--- config.mk ---
export PLATFORM = sky130hd
export DESIGN_NAME = mem_arbiter
export DESIGN_NICKNAME = d
export VERILOG_FILES = /design/src/rtl/mem_arbiter.sv
export SDC_FILE = /design/constraint.sdc
export NUM_CORES = 1
export LEC_CHECK = 0
export ABC_CLOCK_PERIOD_IN_PS = 2200
export CAP_MARGIN = 20
export CORE_ASPECT_RATIO = 1.2
export CORE_UTILIZATION = 25
export DETAILED_ROUTE_END_ITERATION = 6
export GPL_TIMING_DRIVEN = 0
export REMOVE_ABC_BUFFERS = 1
export SLEW_MARGIN = 10
export SYNTH_ARGS = -nofsm -noshare
export SYNTH_HDL_FRONTEND = slang
export SYNTH_SLANG_ARGS = --single-unit
--- constraint.sdc ---
create_clock -name CLK -period 2.2 [get_ports CLK]
set_clock_uncertainty 0.1 [all_clocks]
set_input_delay 0.44 -clock CLK [delete_from_list [all_inputs] [get_ports CLK]]
set_output_delay 0.44 -clock CLK [all_outputs]
set_load 0.02 [all_outputs]
--- src/rtl/mem_arbiter.sv ---
// mem_arbiter
//   Shares the single RAM port between instruction fetch and data memory.
//   One request is latched at a time. The arbiter drives the RAM until the
//   RAM reports ACCESS, returns a one-cycle ihit/dhit with the load data,
//   and then goes back to IDLE. Data has priority, but a streak counter
//   hands the port to a waiting fetch after STARVE_LIMIT data grants.
//
// Ports
//   CLK, nRST            clock (rising edge), async active-low reset
//   iREN, iaddr          instruction read request / address
//   dREN, dWEN           data read / write request (write wins if both)
//   daddr, dstore        data address / write value
//   ihit, iload          fetch complete pulse / instruction word
//   dhit, dload          data complete pulse / read value (0 on writes)
//   ramREN, ramWEN       RAM strobes
//   ramaddr, ramstore    RAM address / write data
//   ramload, ramstate    RAM read data / status (FREE, BUSY, ACCESS, ERROR)
//
// state  | meaning
// IDLE   | no grant; arbitrate between requesters every cycle
// IGRANT | instruction fetch owns the RAM
// DGRANT | data access owns the RAM

module mem_arbiter #(
    parameter int STARVE_LIMIT = 4
) (
    input  logic        CLK,
    input  logic        nRST,
    input  logic        iREN,
    input  logic [31:0] iaddr,
    input  logic        dREN,
    input  logic        dWEN,
    input  logic [31:0] daddr,
    input  logic [31:0] dstore,
    output logic        ihit,
    output logic [31:0] iload,
    output logic        dhit,
    output logic [31:0] dload,
    output logic        ramREN,
    output logic        ramWEN,
    output logic [31:0] ramaddr,
    output logic [31:0] ramstore,
    input  logic [31:0] ramload,
    input  logic [1:0]  ramstate
);

    localparam int          STREAK_W  = $clog2(STARVE_LIMIT + 1);
    localparam logic [STREAK_W-1:0] LIMIT = STREAK_W'(STARVE_LIMIT);

    localparam logic [1:0] RAM_ACCESS = 2'd2;

    typedef enum logic [1:0] {
        IDLE   = 2'd0,
        IGRANT = 2'd1,
        DGRANT = 2'd2
    } state_t;

    state_t                state;
    logic [31:0]           lat_addr;
    logic [31:0]           lat_data;
    logic                  lat_wr;
    logic [STREAK_W-1:0]   streak;

    logic d_req;
    logic starve;
    logic ram_access;

    assign d_req      = dREN | dWEN;
    assign starve     = iREN && (streak == LIMIT);
    assign ram_access = (ramstate == RAM_ACCESS);

    always_ff @(posedge CLK or negedge nRST) begin
        if (!nRST) begin
            state    <= IDLE;
            lat_addr <= '0;
            lat_data <= '0;
            lat_wr   <= 1'b0;
            streak   <= '0;
        end else begin
            case (state)
                IDLE: begin
                    if (d_req && !starve) begin
                        state    <= DGRANT;
                        lat_addr <= daddr;
                        lat_data <= dstore;
                        lat_wr   <= dWEN;
                        // Only count grants that made a fetch wait.
                        if (iREN && (streak != LIMIT))
                            streak <= streak + 1'b1;
                    end else if (iREN) begin
                        state    <= IGRANT;
                        lat_addr <= iaddr;
                        lat_wr   <= 1'b0;
                        streak   <= '0;
                    end
                end
                // ACCESS completes; a dropped request aborts. ERROR retries.
                IGRANT: if (ram_access || !iREN)  state <= IDLE;
                DGRANT: if (ram_access || !d_req) state <= IDLE;
                default: state <= IDLE;
            endcase
        end
    end

    // Outputs are decoded from state so that an async reset clears them
    // immediately and an abort drops the strobes in the same cycle.
    always_comb begin
        ihit     = 1'b0;
        iload    = '0;
        dhit     = 1'b0;
        dload    = '0;
        ramREN   = 1'b0;
        ramWEN   = 1'b0;
        ramaddr  = '0;
        ramstore = '0;
        case (state)
            IGRANT: begin
                ramaddr = lat_addr;
                ramREN  = iREN | ram_access;
                ihit    = ram_access;
                iload   = ram_access ? ramload : '0;
            end
            DGRANT: begin
                ramaddr  = lat_addr;
                ramstore = lat_data;
                ramWEN   = lat_wr & (d_req | ram_access);
                ramREN   = !lat_wr & (d_req | ram_access);
                dhit     = ram_access;
                dload    = (ram_access && !lat_wr) ? ramload : '0;
            end
            default: ;
        endcase
    end

endmodule

* Word-level counts from Yosys, hierarchy flattened *
Cells that the tools add are included.

word-level totals
  flip-flop bits (word level) = 70
  input port bits = 135
  output and inout bits = 132

cells by class
  $add $sub $neg = 1
  eq/ne operators = 9
  muxes and demuxes = 22
  bitwise logic cells = 5
  reductions and logical operators = 17

operators with widths
  cell                   number
  $mux W32               8
  $mux W3                3
  $mux W2                4
  $ne A3 B3 Y1 const B   2
  $pmux W2 S3            1
  $reduce_and A3 Y1      2
  $mux W1                5
  $eq A2 B2 Y1 const B   2
  $logic_and A1 B1 Y1    4
  $logic_not A1 Y1       4
  $ne A2 B2 Y1 const B   2
  $reduce_and A2 Y1      2
  $add A3 B1 Y3 const B  1
  $eq A3 B3 Y1 const B   1
  $or A1 B1 Y1           3
  $and A1 B1 Y1          2
  $eq A2 B1 Y1 const B   1
  $logic_not A2 Y1       1
  $logic_or A1 B1 Y1     2
  $ne A2 B1 Y1 const B   1
  $pmux W1 S2            1
  $reduce_bool A2 Y1     1
  $reduce_or A2 Y1       1

* Depth between registers and ports, before layout *
Gate-level depths: netlist of the first run.

  word-level depth = 6
  depth in mapped cells = 8
  depth with buffers taken out = 6

* Least setup slack after synthesis of the first run *
No wires, ideal clock.

  kind = input-to-output
  from = input port ramstate[1]
  to = output port dload[22]
  data arrival time = 1.396 ns
  data required time = 1.660 ns
  path slack = 0.264 ns
  cell stages on the path = 5
  cell sequence = nor2b_1 -> buf_2 -> and2_1 -> buf_2 -> and3_1

between the ends
  longest elaborated chain between the ends = 4

ends and longest elaborated chain
  element              RTL line  RTL
  start: declaration   44        input logic [1:0] ramstate
  $eq A2 B2 Y1         70        assign ram_access = (ramstate == RAM_ACCESS);
  $logic_and A1 B1 Y1  129       dload = (ram_access && !lat_wr) ? ramload : '0;
  $mux W32             129
  $mux W32             116       case (state)
  end: declaration     38        output logic [31:0] dload,

Every way passes these cells.

* Worst setup path in the final report of the first run *
  from = register state[0]
  to = output port dload[24]

between the ends
  longest elaborated chain between the ends = 2

ends and longest elaborated chain
  element                   RTL line  RTL
  start: declaration        58        state_t state;
  start signal: assignment  74        state <= IDLE;
  start signal: assignment  83        state <= DGRANT;
  start signal: assignment  91        state <= IGRANT;
  $eq A2 B2 Y1              116
  $mux W32                  116

Every way passes these cells.

==> impl_metrics.csv, run 1 <==
group,metric,value,unit
logic_synthesis,yosys_warnings,0,
pwr,vdd_drop_max,0.5906,mV
cts,htreeDepth,3,
placement,hpwl,10050,microns
logic_synthesis,synthXorXnorAreaFrac,0,%
setup_path,worstPathArrival,1.63,ns
route,vias,4266,
setup_path,end_kind,"output pin",
pwr,combinationalPowerShare,60.3,%
logic_synthesis,syn_area_per_cell,9.357,sq um
logic_synthesis,ys_seq_elements,70,
timing,worstMarginPinSlew,0.7105,ns
global_route,grt_pass1_wl,23190,microns
placement,place_congestion,0.8132,
timing,grt_setup_unrepaired,"true",
global_route,grt-ovfl-total,0,
cells_and_area,syn_to_final_growth,75.86,%
placement,dp_worst_setup_slack,-1.481,ns
global_route,grt_pass1_vias,4393,
timing,final-setup-viol-count,0,
cts,cts_tree,"done",
floorplan,start_util,25.94,%
logic_synthesis,synth_fa_ha_area_share,1.530,%
setup_path,worstPathRequired,1.66,ns
timing,hold_viol,0,
logic_synthesis,synth_area_leaders,"dfrtp_1 43%, mux2_4 11%, and2_1 10%",
logic_synthesis,synthSimpleGateAreaFrac,31.43,%
pwr,powerDensity,1266,nW/um^2
cells_and_area,multiInputGateArea,2262,sq um
cts,cts.sinks,70,
timing,min_period_over_period,98.60,%
pwr,power_leakage,0.003570,uW
route,drt-vias-per-instance,4.637,
cells_and_area,final_cell_mix,"128 x clkdlybuf4s50_1, 73 x buf_2, 70 x nand2_1",
route,drtPass1Iterations,4,
route,drtIter0Drc,103,
floorplan,row_count,50,
global_route,grt_max_degree,49,
cells_and_area,seq_area,1753,sq um
route,route.detailed.drc,0,
timing,drv_slew,0,
pwr,pwr-share-clk,14.5,%
route,wl_per_cell,16.67,microns
logic_synthesis,synth_top_family_by_area,"simple AND/OR/NAND/NOR gates",
floorplan,die_x,118.7,microns
cells_and_area,nNetsFinal,846,
logic_synthesis,synth_largest_area_cell,"dfrtp_1",
route,wirelength,15340,microns
cells_and_area,layout_commonest_cell,"clkdlybuf4s50_1",
setup_path,path_max_fanout,8,
global_route,track_usage,17.62,%
cts,ctsLongestPathBuffers,2,
global_route,antenna_found_initial,0,
floorplan,die-area,16870,sq um
logic_synthesis,synth_cell_types,28,
floorplan,ios,267,
logic_synthesis,yosysTopAreaCellShare,42.84,%
timing,final.min_clock_period,2.169,ns
logic_synthesis,synthMuxAreaShare,11.57,%
logic_synthesis,yosysSeqAreaShare,42.84,%
pwr,power.switching,3885,uW
logic_synthesis,syn_inst,437,
worst_hold_path,worstHoldPathType,"reg -> reg",
placement,port_buffers,266,
timing,finalHoldWorstSlack,0.4031,ns
setup_path,path_class,"reg -> out",
run,drv_cap,0,
pwr,swShare,42.68,%
cells_and_area,fillers,1566,
floorplan,core_area,15770,sq um
pwr,internal-power,5218,uW
logic_synthesis,synth_compound_area_share,7.038,%
pwr,power_frac_seq,25.2,%
cells_and_area,drive_gt1_share,33.05,%
floorplan,dieHeight,142.1,microns
timing,fin_ws,0.03076,ns
setup_path,start_kind,"flop",
cts,worstSkewPairLatency,0.32,ns
cts,numCtsBuffers,9,
logic_synthesis,syn_area,4089,sq um
timing,fmax,461.0,MHz
cts,clk_root_buffer_cell,"clkbuf_16",
timing,timing.slew.headroom,52.52,%
route,ant_nets,0,
status,outcome,"finished, final reports clean",
cts,clk_pin_slew_worst_paths,0.06,ns
-- cell type report --
class	instances	area share, %
clock inverters	7	0.6786
repair inverters	1	0.1044
well taps	208	3.619
clock buffers	9	3.132
inverters	5	0.3132
repair buffers	289	36.28
diodes	1	0.03480
flip-flops and latches	70	24.38
multi-input cells	330	31.46
-- final timing paths --
| kind | startpoint | to | slack (ns) | depth (start not counted) |
|---|---|---|---|---|
| worst min-delay path | lat_data[10] | lat_data[10] | 0.40 | 1 |
| min in group asynchronous | nRST | lat_data[5] | 0.52 | 2 |
| worst max register to register | streak[0] | lat_data[6] | 0.14 | 6 |
| worst max-delay path | state[0] | dload[24] | 0.03 | 5 |
| worst min register to register | lat_data[10] | lat_data[10] | 0.40 | 1 |
| max in group asynchronous | nRST | lat_addr[10] | 0.91 | 3 |
-- per-stage QoR --
stage                     total power (uW)  utilization [%]  cells  cell area (sq um)   TNS [ns]
after global routing                  9735            45.60    919               7188    -0.8605
final                                 9103            45.61    920               7191          0
after CTS                             9490            47.52    916               7492  -0.003783
after detailed placement              7884            43.60    879               6873    -122.56
after floorplan                       5428                -    401               3879     -30.12
after global placement                7769            43.14    875               6802    -344.20
-- power groups by stage --
stage / Clock (uW) / Sequential (uW) / Combinational (uW)
6_report: 1320 / 2290 / 5490
5_1_grt: 1430 / 2380 / 5930
2_1_floorplan: 0 / 2190 / 3240
4_1_cts: 1380 / 2280 / 5830
3_5_place_dp: 0 / 2290 / 5590
3_3_place_gp: 0 / 2260 / 5510
-- Yosys cell counts (all sizes together) --
| cell type | count |
|---|---|
| clkbuf | 19 |
| a32o | 2 |
| and2 | 68 |
| dfrtp | 70 |
| nor3 | 1 |
| o21bai | 1 |
| nand2 | 71 |
| a31oi | 32 |
| a21o | 3 |
| o21a | 1 |
| nor2b | 1 |
| and3 | 64 |
| ha | 5 |
| nand3b | 1 |
| or2 | 1 |
| nor4b | 1 |
| o21ai | 6 |
| nand3 | 2 |
| buf | 17 |
| nor2 | 34 |
| inv | 5 |
| mux2 | 32 |
-- flip-flops by register name, summed over array words and instances, names as in the netlist --
register	cells
lat_addr	32
lat_wr	1
state	2
lat_data	32
streak	3
-- cells by family after synthesis --
group                    Yosys count
AND/OR/NAND/NOR                  244
buffers and inverters             41
multiplexers                      32
adder cells (fa/ha/maj)            5
flip-flops                        70
AO/OA/AOI/OAI                     45
-- worst max-delay path: stages (launching register included) --
cell	delay [ns]
dfrtp_1	0.39
inv_2	0.12
ha_4	0.24
and2_4	0.23
and3_1	0.20
buf_6	0.12
-- timing repair --
action,4_1_cts,5_1_grt
endpoints found under the hold margin,22,0
buffers inserted,13,2
cloned,7,1
resized for setup,494,134
pin swaps,8,13
hold buffers,1,0
setup endpoints to repair,134,174
-- metal layers --
metal  share of wire [%]  global-route usage [%]  vias up
li1                    -                       -     2012
met1                  36                   18.02     2031
met2                  53                   33.49      197
met3                 7.3                   4.848       26
met4                 3.3                   7.395        0
met5                   0                       0        -
(Power assumes the default switching activity.)
==> run 2: changes to the inputs <==
RECOVER_POWER = 100   (was default)
==> impl_metrics.csv, run 2 (synthesis results as in run 1) <==
group,metric,value,unit
route,route.detailed.drc,0,
status,outcome,"finished, final reports clean",
cells_and_area,fillers,1567,
cells_and_area,syn_to_final_growth,75.73,%
global_route,grt-ovfl-total,0,
placement,port_buffers,266,
setup_path,r2r_end,"lat_data[6]",
cells_and_area,multiInputGateArea,2262,sq um
cells_and_area,layout_commonest_cell,"clkdlybuf4s50_1",
global_route,antenna_found_initial,0,
setup_path,critical_path.max_stage_delay,0.39,ns
floorplan,core_area,15770,sq um
timing,final.min_clock_period,2.168,ns
cells_and_area,final_cells,919,
global_route,grt_pass1_wl,23190,microns
setup_path,start_kind,"flop",
cts,cts_tree,"done",
route,vias,4264,
floorplan,start_util,25.94,%
floorplan,die-area,16870,sq um
timing,drv_slew,0,
timing,timing.slew.headroom,38.24,%
cts,numCtsBuffers,9,
setup_path,path_max_fanout,8,
floorplan,dieHeight,142.1,microns
pwr,power_leakage,0.003569,uW
cts,cts.sinks,70,
setup_path,end_kind,"output pin",
placement,dp_worst_setup_slack,-1.481,ns
placement,dpl_cell_area,6873,sq um
route,wirelength,15330,microns
pwr,vdd_drop_max,0.5888,mV
cts,ctsLongestPathBuffers,2,
pwr,powerDensity,1266,nW/um^2
cells_and_area,nNetsFinal,846,
setup_path,worstPathArrival,1.63,ns
cells_and_area,final_core_util,45.58,%
cells_and_area,final_cell_mix,"128 x clkdlybuf4s50_1, 73 x buf_2, 70 x nand2_1",
route,drtIter0Drc,105,
floorplan,die_x,118.7,microns
route,drt-vias-per-instance,4.640,
timing,min_period_over_period,98.54,%
placement,dp.cells,879,
cts,htreeDepth,3,
cells_and_area,fin_area,7186,sq um
cells_and_area,top_regs,"lat_addr x32, lat_data x32, streak x3",
run,drv_cap,0,
cts,worstSkewPairLatency,0.32,ns
placement,place_congestion,0.8132,
global_route,grt_max_degree,49,
global_route,track_usage,17.62,%
worst_hold_path,worstHoldPathType,"reg -> reg",
setup_path,worstPathRequired,1.66,ns
timing,hold_viol,0,
floorplan,row_count,50,
setup_path,path_class,"reg -> out",
cells_and_area,seq_area,1753,sq um
route,wl_per_cell,16.69,microns
setup_path,reg2reg_depth,6,
cells_and_area,antenna_cells,0,
worst_hold_path,holdPathStages,1,
worst_hold_path,min_from,"lat_data[10]",
cts,clk_pin_slew_worst_paths,0.06,ns
route,ant_nets,0,
setup_path,cp_slowest_cell,"dfrtp_1",
timing,worstMarginPinSlew,0.9264,ns
cells_and_area,drive_gt1_share,33.05,%
timing,fin_ws,0.03207,ns
placement,hpwl,10050,microns
timing,grt_setup_unrepaired,"true",
setup_path,r2r_start,"streak[0]",
cts,clk_root_buffer_cell,"clkbuf_16",
setup_path,crit_chain,"inv_2, ha_4, and2_4, and3_1, buf_6",
setup_path,r2r_setup_slack,0.14,ns
floorplan,ios,267,
worst_hold_path,hold_end,"lat_data[10]",
timing,final-setup-viol-count,0,
timing,fmax,461.3,MHz
global_route,grt_pass1_vias,4393,
route,drtPass1Iterations,4,
## run 2: final cells by class
class	instances	area share, %
Clock inverter	7	0.6791
Inverter	5	0.3134
Multi-Input combinational cell	330	31.48
Clock buffer	9	3.134
Sequential cell	70	24.39
Tap cell	208	3.622
Timing Repair inverter	1	0.1045
Timing Repair Buffer	289	36.27
## run 2: worst max path at each step
stage	startpoint	cells after the start	endpoint
after floorplan	ramstate[1]	3	dload[0]
after CTS	state[0]	7	ramREN
final	state[0]	5	dload[24]
after detailed placement	ramstate[1]	6	dload[3]
after global routing	state[0]	5	dload[24]
after global placement	ramstate[1]	5	dload[31]
## run 2: power by group
group | switching (uW) | total [uW] | internal (uW)
Combinational | 2980 | 5480 | 2500
Sequential | 341 | 2290 | 1950
Clock | 556 | 1320 | 764
## run 2: timing repair
item	in CTS	in global routing
gates cloned	7	1
gates resized for setup	494	134
pin swaps	8	13
setup buffers	13	2
endpoints found under the setup margin	134	174
endpoints found under the hold margin	22	0
hold buffers	1	0
## run 2: through the flow
stage	power, uW	hold slack (ns)	TNS [ns]
floorplan	5428	0.04441	-30.12
global placement	7769	0.3819	-344.20
detailed placement	7884	0.3391	-122.56
CTS	9490	0.4034	-0.003783
global route	9734	0.4131	-0.8605
finish	9098	0.4031	0
## run 2: critical path, delay by kind of cell (launching register included)
family	cells	cell delay, ns
buf+inv	2	0.24
flops	1	0.39
simple gates	2	0.43
fa+ha+maj	1	0.24
## run 2: per-layer routing
metal	GRT usage (%)	part of all wire [%]	wire length, microns	up-vias
li1	-	-	-	2012
met1	18.02	36	5561	2030
met2	33.49	53	8135	196
met3	4.848	7.3	1126	26
met4	7.395	3.3	512	0
met5	0	0	0	-
==> run 3: changes to the inputs <==
==> constraint.sdc (replaced) <==
create_clock -name CLK -period 2.2 [get_ports CLK]
set_clock_uncertainty 0.1 [all_clocks]
set_input_delay 0.44 -clock CLK [delete_from_list [all_inputs] [get_ports CLK]]
set_output_delay 0.44 -clock CLK [all_outputs]
set_load 0.1 [all_outputs]
==> impl_metrics.csv, run 3 (synthesis results as in run 1) <==
group,metric,value,unit
status,outcome,"finished with violations",
status,violations,"setup timing",
cts,cts.sinks,70,
route,drt-vias-per-instance,4.731,
timing,grt_setup_unrepaired,"true",
worst_hold_path,min_from,"lat_data[10]",
floorplan,die-area,16870,sq um
floorplan,ios,267,
floorplan,row_count,50,
cts,htreeDepth,3,
timing,worstMarginPinSlew,0.9167,ns
cells_and_area,final_core_util,57.90,%
global_route,track_usage,18.63,%
cells_and_area,nNetsFinal,855,
placement,place_congestion,0.8132,
worst_hold_path,hold_end,"lat_data[10]",
timing,fin_ws,-0.06857,ns
floorplan,die_x,118.7,microns
timing,fmax,440.8,MHz
timing,final-setup-viol-count,74,
timing,tns,-1.782,ns
global_route,grt-ovfl-total,0,
setup_path,end_kind,"output pin",
setup_path,r2r_start,"streak[0]",
cells_and_area,top_regs,"lat_addr x32, lat_data x32, streak x3",
route,wl_per_cell,18.51,microns
setup_path,r2r_end,"lat_data[4]",
cells_and_area,seq_area,1753,sq um
cts,cts_tree,"done",
cells_and_area,drive_gt1_share,46.25,%
placement,port_buffers,266,
cts,numCtsBuffers,9,
setup_path,path_class,"reg -> out",
timing,timing.slew.headroom,38.89,%
setup_path,r2r_setup_slack,0.14,ns
cells_and_area,fillers,1265,
run,drv_cap,0,
global_route,grt_pass1_wl,24610,microns
timing,final.min_clock_period,2.269,ns
floorplan,start_util,25.94,%
setup_path,start_kind,"flop",
route,route.detailed.drc,0,
global_route,grt_pass1_vias,4558,
worst_hold_path,holdPathStages,1,
cells_and_area,antenna_cells,0,
cts,ctsLongestPathBuffers,2,
setup_path,path_max_fanout,9,
timing,drv_slew,0,
setup_path,worstPathArrival,1.73,ns
cts,clk_root_buffer_cell,"clkbuf_16",
floorplan,core_area,15770,sq um
route,drtIter0Drc,154,
global_route,antenna_found_initial,0,
timing,min_period_over_period,103.1,%
floorplan,dieHeight,142.1,microns
route,vias,4390,
setup_path,worstPathRequired,1.66,ns
setup_path,reg2reg_depth,6,
cells_and_area,final_cell_mix,"128 x clkdlybuf4s50_1, 120 x buf_12, 70 x nand2_1",
placement,hpwl,10050,microns
cts,clk_pin_slew_worst_paths,0.06,ns
cts,worstSkewPairLatency,0.32,ns
route,wirelength,17180,microns
route,ant_nets,0,
cells_and_area,multiInputGateArea,2577,sq um
worst_hold_path,worstHoldPathType,"reg -> reg",
route,drtPass1Iterations,4,
global_route,grt_max_degree,49,
cells_and_area,syn_to_final_growth,123.2,%
cells_and_area,layout_commonest_cell,"clkdlybuf4s50_1",
timing,hold_viol,0,
## run 3: changes by cell type in the layout (fill, tap and decap cells not counted), moves of 12 or more
cell / delta
and2_1: -50
and2_4: +50
and3_1: -38
and3_4: +38
buf_12: +112
buf_2: -73
buf_6: -12
## run 3: how the worst max path moves through the flow
stage / from / to / slack [ns]
after detailed placement: ramstate[1] / dload[3] / -2.01
after CTS: lat_wr / dload[30] / -0.06
after floorplan: ramstate[1] / dload[0] / -1.79
final: state[0] / dload[30] / -0.07
after global placement: ramstate[1] / dload[31] / -2.75
after global routing: state[0] / dload[30] / -0.15
## run 3: critical path: stages (launching register included)
cell     delay (ns)
dfrtp_1        0.38
inv_2          0.09
ha_4           0.16
buf_8          0.15
and2_4         0.22
and3_4         0.22
buf_12         0.17
## run 3: per-stage QoR
step           cell area (sq um)  setup WS, ns  hold WS [ns]  std cells
6_report                    9128      -0.06857        0.4046        928
5_1_grt                     9128       -0.1477        0.4131        928
4_1_cts                     8363      -0.05790        0.4034        917
3_5_place_dp                6873        -2.012        0.3391        879
3_3_place_gp                6802        -2.751        0.3819        875
2_1_floorplan               3879        -1.793       0.04441        401
## run 3: layout make-up
class,count,area share [%]
sequential,70,19.20
clock inverter,7,0.5346
timing repair buffer,298,46.35
tap,208,2.851
timing repair inverter,1,0.08225
clock buffer,9,2.467
inverter,5,0.2742
multi-input combinational,330,28.24
## run 3: metal layers
metal  track usage [%]  routed length, microns  part of all wire (%)  up-vias
met5                 0                       0                     0        -
li1                  -                       -                     -     2035
met3             4.567                    1168                   6.8       25
met4             8.394                     434                   2.5        0
met1             19.65                    6458                    38     2127
met2             34.84                    9120                    53      203
## run 3: what timing repair did
action / CTS / global route
endpoints found under the hold margin: 22 / 0
hold buffers: 1 / 0
gates cloned: 7 / 2
pin swaps: 10 / 29
buffers inserted: 14 / 9
gates resized for setup: 1112 / 166
setup endpoints to repair: 134 / 176
Power of run 3 is not shown: default switching activity piles up to over one toggle a cycle in this logic, so the estimate is an artifact.
